### src/rtl/uart_pkg.sv
// Shared UART definitions: feeder FSM states and the default byte width,
// so the feeder and the transmitter agree on DataWidth.
package uart_pkg;
  localparam int UartDataWidth = 8;

  typedef enum logic [1:0] {
    Ready = 2'd0,
    Issue = 2'd1,
    Drain = 2'd2
  } feeder_state_e;
endpackage

### src/rtl/uart_tx_feeder_if.sv
// Bus-side push port, status flags and transmitter dv/busy handshake of the TX feeder.
interface uart_tx_feeder_if
  import uart_pkg::*;
#(
  parameter int DataWidth = UartDataWidth,
  parameter int Depth     = 16
);
  localparam int LevelWidth = $clog2(Depth) + 1;

  logic                  wr_en_i;
  logic [DataWidth-1:0]  wr_data_i;
  logic                  full_o;
  logic                  empty_o;
  logic [LevelWidth-1:0] level_o;
  logic                  overflow_o;
  logic                  clr_ovf_i;
  logic                  tx_dv_o;
  logic [DataWidth-1:0]  tx_data_o;
  logic                  tx_busy_i;

  // master drives the bus side and the transmitter busy; slave is the feeder
  modport master (
    output wr_en_i, wr_data_i, clr_ovf_i, tx_busy_i,
    input  full_o, empty_o, level_o, overflow_o, tx_dv_o, tx_data_o
  );
  modport slave (
    input  wr_en_i, wr_data_i, clr_ovf_i, tx_busy_i,
    output full_o, empty_o, level_o, overflow_o, tx_dv_o, tx_data_o
  );
endinterface

### src/rtl/uart_fifo_mem.sv
// Circular-buffer byte FIFO: storage, wrapping pointers, occupancy level and flags.
// Callers must not push when full nor pop when empty.
module uart_fifo_mem #(
  parameter  int DataWidth  = 8,
  parameter  int Depth      = 16,
  localparam int AddrWidth  = $clog2(Depth),
  localparam int LevelWidth = $clog2(Depth) + 1
) (
  input  logic                  clk_i,
  input  logic                  rst_i,
  input  logic                  push_i,
  input  logic [DataWidth-1:0]  wr_data_i,
  input  logic                  pop_i,
  output logic [DataWidth-1:0]  rd_data_o,
  output logic [LevelWidth-1:0] level_o,
  output logic                  full_o,
  output logic                  empty_o
);
  logic [DataWidth-1:0]  mem [Depth];
  logic [AddrWidth-1:0]  wr_ptr_q, rd_ptr_q;
  logic [LevelWidth-1:0] level_q;

  always_ff @(posedge clk_i) begin
    if (push_i) mem[wr_ptr_q] <= wr_data_i;
  end

  // Depth is a power of two, so pointer overflow is the modulo wrap
  always_ff @(posedge clk_i) begin
    if (rst_i) begin
      wr_ptr_q <= '0;
      rd_ptr_q <= '0;
      level_q  <= '0;
    end else begin
      if (push_i) wr_ptr_q <= wr_ptr_q + 1'b1;
      if (pop_i)  rd_ptr_q <= rd_ptr_q + 1'b1;
      case ({push_i, pop_i})
        2'b10:   level_q <= level_q + LevelWidth'(1);
        2'b01:   level_q <= level_q - LevelWidth'(1);
        default: level_q <= level_q;
      endcase
    end
  end

  assign rd_data_o = mem[rd_ptr_q];
  assign level_o   = level_q;
  assign full_o    = (level_q == LevelWidth'(Depth));
  assign empty_o   = (level_q == '0);
endmodule

### src/rtl/uart_tx_feeder.sv
// Buffers bus-side bytes and issues them one per frame to the UART transmitter
// over its dv/busy handshake; tracks a sticky overflow flag for dropped pushes.
module uart_tx_feeder
  import uart_pkg::*;
#(
  parameter int DataWidth = UartDataWidth,
  parameter int Depth     = 16
) (
  input logic              clk_i,
  input logic              rst_i,
  uart_tx_feeder_if.slave  bus
);
  localparam int LevelWidth = $clog2(Depth) + 1;

  feeder_state_e         state_q, state_d;
  logic                  push, pop, full, empty, ovf_q;
  logic [DataWidth-1:0]  head;
  logic [LevelWidth-1:0] level;

  assign push = bus.wr_en_i & ~full;
  assign pop  = (state_q == Issue);

  uart_fifo_mem #(
    .DataWidth (DataWidth),
    .Depth     (Depth)
  ) u_fifo (
    .clk_i     (clk_i),
    .rst_i     (rst_i),
    .push_i    (push),
    .wr_data_i (bus.wr_data_i),
    .pop_i     (pop),
    .rd_data_o (head),
    .level_o   (level),
    .full_o    (full),
    .empty_o   (empty)
  );

  always_ff @(posedge clk_i) begin
    if (rst_i) begin
      state_q <= Ready;
      ovf_q   <= 1'b0;
    end else begin
      state_q <= state_d;
      if (bus.wr_en_i && full) ovf_q <= 1'b1;
      else if (bus.clr_ovf_i)  ovf_q <= 1'b0;
    end
  end

  // Drain holds off until busy drops; the transmitter raises busy in the
  // issue cycle, so a byte is never issued twice into the same frame.
  always_comb begin
    state_d = state_q;
    case (state_q)
      Ready:   if (!empty && !bus.tx_busy_i) state_d = Issue;
      Issue:   state_d = Drain;
      Drain:   if (!bus.tx_busy_i) state_d = Ready;
      default: state_d = Ready;
    endcase
  end

  // dv is a pure state decode so there is no path from tx_busy_i back to tx_dv_o
  assign bus.tx_dv_o    = (state_q == Issue);
  assign bus.tx_data_o  = (state_q == Issue) ? head : '0;
  assign bus.full_o     = full;
  assign bus.empty_o    = empty;
  assign bus.level_o    = level;
  assign bus.overflow_o = ovf_q;
endmodule

### src/flat_wrapper.sv
// flat-port wrapper written by rule: the top's interface ports become plain ports
module uart_tx_feeder_flat import uart_pkg::*;
#(
  parameter int DataWidth = UartDataWidth,
  parameter int Depth     = 16
)
  (clk_i, rst_i, bus_wr_en_i, bus_wr_data_i, bus_clr_ovf_i, bus_tx_busy_i, bus_full_o, bus_empty_o, bus_level_o, bus_overflow_o, bus_tx_dv_o, bus_tx_data_o);
  uart_tx_feeder_if #(.DataWidth(DataWidth), .Depth(Depth)) bus_i ();
  input logic clk_i;
  input logic rst_i;
  input wire logic [$bits(bus_i.wr_en_i)-1:0] bus_wr_en_i;
  input wire logic [$bits(bus_i.wr_data_i)-1:0] bus_wr_data_i;
  input wire logic [$bits(bus_i.clr_ovf_i)-1:0] bus_clr_ovf_i;
  input wire logic [$bits(bus_i.tx_busy_i)-1:0] bus_tx_busy_i;
  output wire logic [$bits(bus_i.full_o)-1:0] bus_full_o;
  output wire logic [$bits(bus_i.empty_o)-1:0] bus_empty_o;
  output wire logic [$bits(bus_i.level_o)-1:0] bus_level_o;
  output wire logic [$bits(bus_i.overflow_o)-1:0] bus_overflow_o;
  output wire logic [$bits(bus_i.tx_dv_o)-1:0] bus_tx_dv_o;
  output wire logic [$bits(bus_i.tx_data_o)-1:0] bus_tx_data_o;
  assign bus_i.wr_en_i = bus_wr_en_i;
  assign bus_i.wr_data_i = bus_wr_data_i;
  assign bus_i.clr_ovf_i = bus_clr_ovf_i;
  assign bus_i.tx_busy_i = bus_tx_busy_i;
  assign bus_full_o = bus_i.full_o;
  assign bus_empty_o = bus_i.empty_o;
  assign bus_level_o = bus_i.level_o;
  assign bus_overflow_o = bus_i.overflow_o;
  assign bus_tx_dv_o = bus_i.tx_dv_o;
  assign bus_tx_data_o = bus_i.tx_data_o;
  uart_tx_feeder #(.DataWidth(DataWidth), .Depth(Depth)) u_core (.clk_i(clk_i), .rst_i(rst_i), .bus(bus_i));
endmodule
### config.mk
export PLATFORM = sky130hd
export DESIGN_NAME = uart_tx_feeder_flat
export DESIGN_NICKNAME = d
export VERILOG_FILES = /design/src/rtl/uart_pkg.sv /design/src/rtl/uart_tx_feeder_if.sv /design/src/rtl/uart_fifo_mem.sv /design/src/rtl/uart_tx_feeder.sv /design/src/flat_wrapper.sv
export SDC_FILE = /design/constraint.sdc
export NUM_CORES = 1
export LEC_CHECK = 0
export ABC_AREA = 1
export CORE_AREA = 2 2 112 114
export CTS_BUF_LIST = sky130_fd_sc_hd__clkbuf_16
export CTS_CLUSTER_SIZE = 14
export DETAILED_ROUTE_END_ITERATION = 10
export DIE_AREA = 0 0 114 116
export GPL_ROUTABILITY_DRIVEN = 0
export PLACE_DENSITY = 0.72
export SLEW_MARGIN = 20
export SYNTH_ARGS = -nofsm -noshare
export SYNTH_HDL_FRONTEND = slang
export SYNTH_SLANG_ARGS = --single-unit
### constraint.sdc
create_clock -name clk_i -period 2.55 [get_ports clk_i]
set_input_delay 0.3825 -clock clk_i [delete_from_list [all_inputs] [get_ports clk_i]]
set_output_delay 0.3825 -clock clk_i [all_outputs]
set_load 0.1 [all_outputs]
==> flow_summary.ini, run 1 <==
[final_layout]
fillCellCount = 916
drive_above_1_share_pct = 12.5
area_delta_synth_final_pct = 18.5
final_nets = 719
layout_commonest_cell = nand2_1
final_cell_mix = 222 x nand2_1, 128 x edfxtp_1, 90 x nand3_1
final_cells = 858
antennaDiodeCount = 0

[critical_path]
critPathRequiredTime_ns = 2.17
crit_type = flip-flop to output pin
cp_data_arrival_time_ns = 2.08
critPathMaxFanout = 34
worst_setup_path_end_kind = output pin
start_kind = flip-flop

[global_route]
grt_pass1_wl_mm = 22.6
grt_max_degree = 35
gr-total-overflow = 0
grtUsageTotal_pct = 23.4
grt_pass1_vias = 4372
antenna_found_initial = 0

[clock_tree]
cts-hold-fix-buffers = 0
cts_buffers = 17
cts_resized = 3
cts.sinks = 148
worstSkewPairLatency_ns = 0.42
htreeDepth = 4
postCtsSetupRepairBufs = 0
root_buffer = clkbuf_16
path_clk_slew_ns = 0.06
cts_tree = built
clock_path_buffers = 2

[flow_run]
maxCapViolCount = 0

[placed_design]
port_buffers = 29
dp_hpwl_mm = 9.14
dp_worst_setup_slack_ns = 0.237
place_inst = 826

[routing]
vias_per_cell = 5.36
routedWlPerCell_um = 17.3
drc_errors = 0
ant_nets = 0
first_iter_violations = 487
wl_mm = 14.8
drtPass1Iterations = 5
vias = 4601

[status]
status = complete, no violations

[timing]
min_period_ns = 2.46
maxSlewViolCount = 0
clock_skew_ns = 0.00595
post-route-period-util_pct = 96.4
fmaxAchievable_ghz = 0.407
worst_pin_slew_ns = 0.778
setup_ws_ns = 0.0924
slew_headroom_pct = 48.0
finalHoldViolCount = 0
rsz0062_at_grt = false
finalSetupViolations = 0

[floorplanning]
start_util_pct = 54.3
coreArea_um2 = 11900
die_area_um2 = 13200
fp.dieW_um = 114
die_y_um = 116
row_count = 40
io_pins = 30

[synth]
syn-num-nets = 674
ys_ff_latch = 148
synth_area_per_cell_um2 = 9.91
synth_seq_area_share_pct = 65.6
synthDistinctLibCells = 23
syn_area_um2 = 6470
yosys_warnings = 0
syn_inst = 653

[power]
power_uw = 6890
vdd_ir_drop_max_v = 0.000788
power.leakage_uw = 0.00323
p_per_area_nw_per_um2 = 898

[min_path]
hold_class = flip-flop to flip-flop
-- stage by stage --
step	hold slack, ns	TNS [ns]	utilization (%)	cell area, µm²
4_1_cts	0.456	0	64.1	7630
2_1_floorplan	0.412	-4.52	-	6480
6_report	0.462	0	64.4	7670
3_5_place_dp	0.446	0	59.1	7040
3_3_place_gp	0.433	0	59.1	7040
5_1_grt	0.497	0	64.4	7670
-- kinds of logic after synthesis --
group | count (synthesis) | synth area share, %
buf+inv | 117 | 7.77
flops | 148 | 65.6
compound gates | 32 | 2.47
simple gates | 345 | 22.2
xor+xnor | 3 | 0.406
fa+ha+maj | 8 | 1.55
-- power by group --
group,internal (µW),switching (µW)
clock network,1530,963
registers,2740,78.7
logic,427,1160
total,4690,2200
-- registers in the layout, indices dropped and copies added (netlist names), named ones only --
name / cells
u_core.u_fifo.mem: 128
u_core.u_fifo.level_o: 5
u_core.bus.overflow_o: 1
u_core.state_q: 2
u_core.u_fifo.wr_ptr_q: 4
u_core.u_fifo.rd_ptr_q: 4
-- worst max-delay path: stages (launching register included) --
cell and delay [ns]:
dfxtp_2 0.39, buf_6 0.28, nand2_1 0.08, nand2_1 0.07, nand2_1 0.05, nand3_1 0.11, nand3_1 0.12, a21oi_1 0.29
buf_12 0.22
-- synth_stat cells --
| library cell | instances | area, µm² |
|---|---|---|
| dfxtp_1 | 20 | 400 |
| xor2_1 | 3 | 26.3 |
| buf_4 | 2 | 15.0 |
| nand3_1 | 90 | 450 |
| nand4_2 | 1 | 12.5 |
| nor3_1 | 1 | 5.00 |
| nor2_4 | 1 | 11.3 |
| nand2_2 | 1 | 6.26 |
| a21oi_1 | 21 | 105 |
| edfxtp_1 | 128 | 3840 |
| nor4_1 | 1 | 6.26 |
| ha_1 | 8 | 100 |
| nor2_1 | 26 | 97.6 |
| o21ai_0 | 11 | 55.1 |
| buf_1 | 1 | 3.75 |
| clkbuf_1 | 3 | 11.3 |
| inv_1 | 88 | 330 |
| nand2_1 | 222 | 833 |
| nor2_2 | 1 | 6.26 |
| buf_6 | 5 | 56.3 |
| buf_2 | 15 | 75.1 |
| nand2_4 | 1 | 11.3 |
| inv_2 | 3 | 11.3 |
-- final timing paths --
path	start	to	slack (ns)	depth (start not counted)
setup reg to reg	u_core.u_fifo.level_o[1]	u_core.u_fifo.level_o[2]	0.47	13
hold / removal	u_core.u_fifo.rd_ptr_q[3]	flip-flop	0.46	1
hold reg to reg	u_core.u_fifo.rd_ptr_q[3]	flip-flop	0.46	1
setup / recovery	flip-flop	bus_tx_data_o[1]	0.09	8
-- area by class of cell --
type	instances	area, µm²	share of cell area, %
clock buffers	17	425	5.55
clock inverters	15	164	2.14
inverters	91	349	4.55
multi-input cells	388	1750	22.8
flip-flops and latches	148	4250	55.4
well taps	147	184	2.40
repair buffers	52	548	7.15
-- metal layers --
layer  global-route usage, %  part of all wire, %  routed length (µm)  vias to the layer above
li1                        -                    -                   -                     2216
met1                    30.3                   43                6350                     2170
met2                    39.2                   49                7330                      192
met3                    5.23                  6.2                 914                       23
met4                    8.62                  1.6                 235                        0
met5                       0                    0                   0                        -
Note: power is estimated with default switching activity, not from simulation.
==> run 2: changes to the inputs <==
--- a/config.mk
+++ b/config.mk
@@ -6,13 +6,15 @@
 export NUM_CORES = 1
 export LEC_CHECK = 0
 export ABC_AREA = 1
-export CORE_AREA = 2 2 112 114
+export CELL_PAD_IN_SITES_DETAIL_PLACEMENT = 1
+export CELL_PAD_IN_SITES_GLOBAL_PLACEMENT = 1
+export CORE_AREA = 2 2 121 123
 export CTS_BUF_LIST = sky130_fd_sc_hd__clkbuf_16
 export CTS_CLUSTER_SIZE = 14
 export DETAILED_ROUTE_END_ITERATION = 10
-export DIE_AREA = 0 0 114 116
+export DIE_AREA = 0 0 123 125
 export GPL_ROUTABILITY_DRIVEN = 0
-export PLACE_DENSITY = 0.72
+export PLACE_DENSITY_LB_ADDON = 0.1
 export SLEW_MARGIN = 20
 export SYNTH_ARGS = -nofsm -noshare
 export SYNTH_HDL_FRONTEND = slang
==> flow_summary.ini, run 2 (synthesis results as in run 1) <==
[routing]
vias_per_cell = 5.21
first_iter_violations = 290
vias = 4668
ant_nets = 0
drtPass1Iterations = 4
drc_errors = 0
routedWlPerCell_um = 18.8
wl_mm = 16.9

[floorplanning]
row_count = 44
coreArea_um2 = 14200
io_pins = 30
fp.dieW_um = 123
die_y_um = 125
die_area_um2 = 15400
start_util_pct = 45.6

[power]
internal-power_uw = 4410
seqPwrFrac_pct = 42.6
vdd_ir_drop_max_v = 0.000619
netSwitchingPower_uw = 2220
p_sw_share_pct = 33.4
combPwrFrac_pct = 25.1
power.leakage_uw = 0.00323
pwr-share-clk_pct = 32.3
p_per_area_nw_per_um2 = 861

[placed_design]
dp_worst_setup_slack_ns = 0.218
placed_area_um2 = 7120
dp_hpwl_mm = 10.5
place_inst = 864
port_buffers = 29

[timing]
fmaxAchievable_ghz = 0.408
maxSlewViolCount = 0
finalSetupViolations = 0
worst_pin_slew_ns = 0.698
rsz0062_at_grt = true
slew_headroom_pct = 53.4
post-route-period-util_pct = 96.1
clock_skew_ns = 0.00810
tns_ns = 0
fin_hold_ws_ns = 0.455
min_period_ns = 2.45
setup_ws_ns = 0.0989
finalHoldViolCount = 0

[final_layout]
antennaDiodeCount = 0
area_delta_synth_final_pct = 19.0
drive_above_1_share_pct = 12.4
layout_commonest_cell = nand2_1
final_nets = 722
regMostFlops = u_core.u_fifo.mem
final_cell_mix = 222 x nand2_1, 128 x edfxtp_1, 91 x inv_1
ff_latch_area_um2 = 4250
final_cells = 896
multi_input_area_um2 = 1750
fin_area_um2 = 7700
fillCellCount = 1584
largest_register_ff_count = 128

[global_route]
grt_pass1_vias = 4964
grtUsageTotal_pct = 23.1
grt_max_degree = 65
grt_pass1_wl_mm = 26.3
gr-total-overflow = 0
antenna_found_initial = 0

[critical_path]
critPathMaxFanout = 9
crit_chain = buf_4 > nand3_1 > nand3_1 > nand3_1 > a21oi_1 > buf_12
cpMostUsedCell = nand3_1
worst_setup_path_end_kind = output pin
critPathMaxStageDelay_ns = 0.54
slowest_stage = dfxtp_1
critPathRequiredTime_ns = 2.17
start_kind = flip-flop
cp_data_arrival_time_ns = 2.07
crit_type = flip-flop to output pin

[clock_tree]
cts_buffers = 17
path_clk_slew_ns = 0.06
cts-hold-fix-buffers = 0
root_buffer = clkbuf_16
cts.sinks = 148
clock_path_buffers = 2
worstSkewPairLatency_ns = 0.42
htreeDepth = 4
cts_tree = built
postCtsSetupRepairBufs = 0

[flow_run]
maxCapViolCount = 0

[status]
status = complete, no violations

[min_path]
hold_class = flip-flop to flip-flop
-- run 2: cell types whose count changed in the layout (fill, tap and decap cells not counted), moves of 2 or more --
cell and delta:
buf_6 -3, bufinv_16 -3, buf_12 +2, buf_4 +2
clkbuf_16 +2, dfxtp_2 -2, inv_1 +2
-- run 2: metrics by stage --
| step | util [%] | power, µW |
|---|---|---|
| 4_1_cts | 53.7 | 6620 |
| 2_1_floorplan | - | 4000 |
| 6_report | 54.2 | 6630 |
| 3_5_place_dp | 50.1 | 4470 |
| 3_3_place_gp | 50.1 | 4430 |
| 5_1_grt | 54.2 | 6930 |
-- run 2: final cells by class --
cell class | instances | share of cell area [%]
Sequential cell | 148 | 55.2
Multi-Input combinational cell | 388 | 22.7
Timing Repair Buffer | 55 | 8.04
Clock buffer | 17 | 5.52
Inverter | 91 | 4.53
Tap cell | 184 | 2.99
Clock inverter | 13 | 0.959
-- run 2: path summary, 6_finish.rpt --
path         slack [ns]  depth (start not counted)                       end                      start
min reg2reg        0.46                          1                 flip-flop  u_core.u_fifo.rd_ptr_q[3]
min                0.46                          1                 flip-flop  u_core.u_fifo.rd_ptr_q[3]
max reg2reg        0.45                         14  u_core.u_fifo.level_o[4]   u_core.u_fifo.level_o[1]
max                 0.1                          6          bus_tx_data_o[4]                  flip-flop
-- run 2: layer usage --
| layer | vias to the layer above | global-route usage (%) | share of wire (%) |
|---|---|---|---|
| met4 | 0 | 7.09 | 2.2 |
| li1 | 2224 | - | - |
| met5 | - | 0 | 0 |
| met1 | 2320 | 29.7 | 43 |
| met3 | 24 | 4.61 | 4.5 |
| met2 | 100 | 39.2 | 51 |
-- run 2: timing repair --
item                                    4_1_cts  5_1_grt
pin swaps                                     0        1
gates resized for setup                       2        9
cloned                                        0        2
endpoints found under the setup margin        3        7
-- run 2: worst max-delay path, delay by kind of cell, from the launching register on --
family	cells	cell delay, ns
buffers and inverters	2	0.46
AND/OR/NAND/NOR	3	0.37
flip-flops	1	0.54
AO/OA/AOI/OAI	1	0.28
-- run 2: power groups by stage --
stage               Sequential [µW]  Combinational (µW)  Clock, µW
global placement               2860                1570          0
detailed placement             2870                1610          0
global route                   2840                1810       2290
finish                         2820                1660       2140
CTS                            2820                1620       2180
floorplan                      3040                 960          0
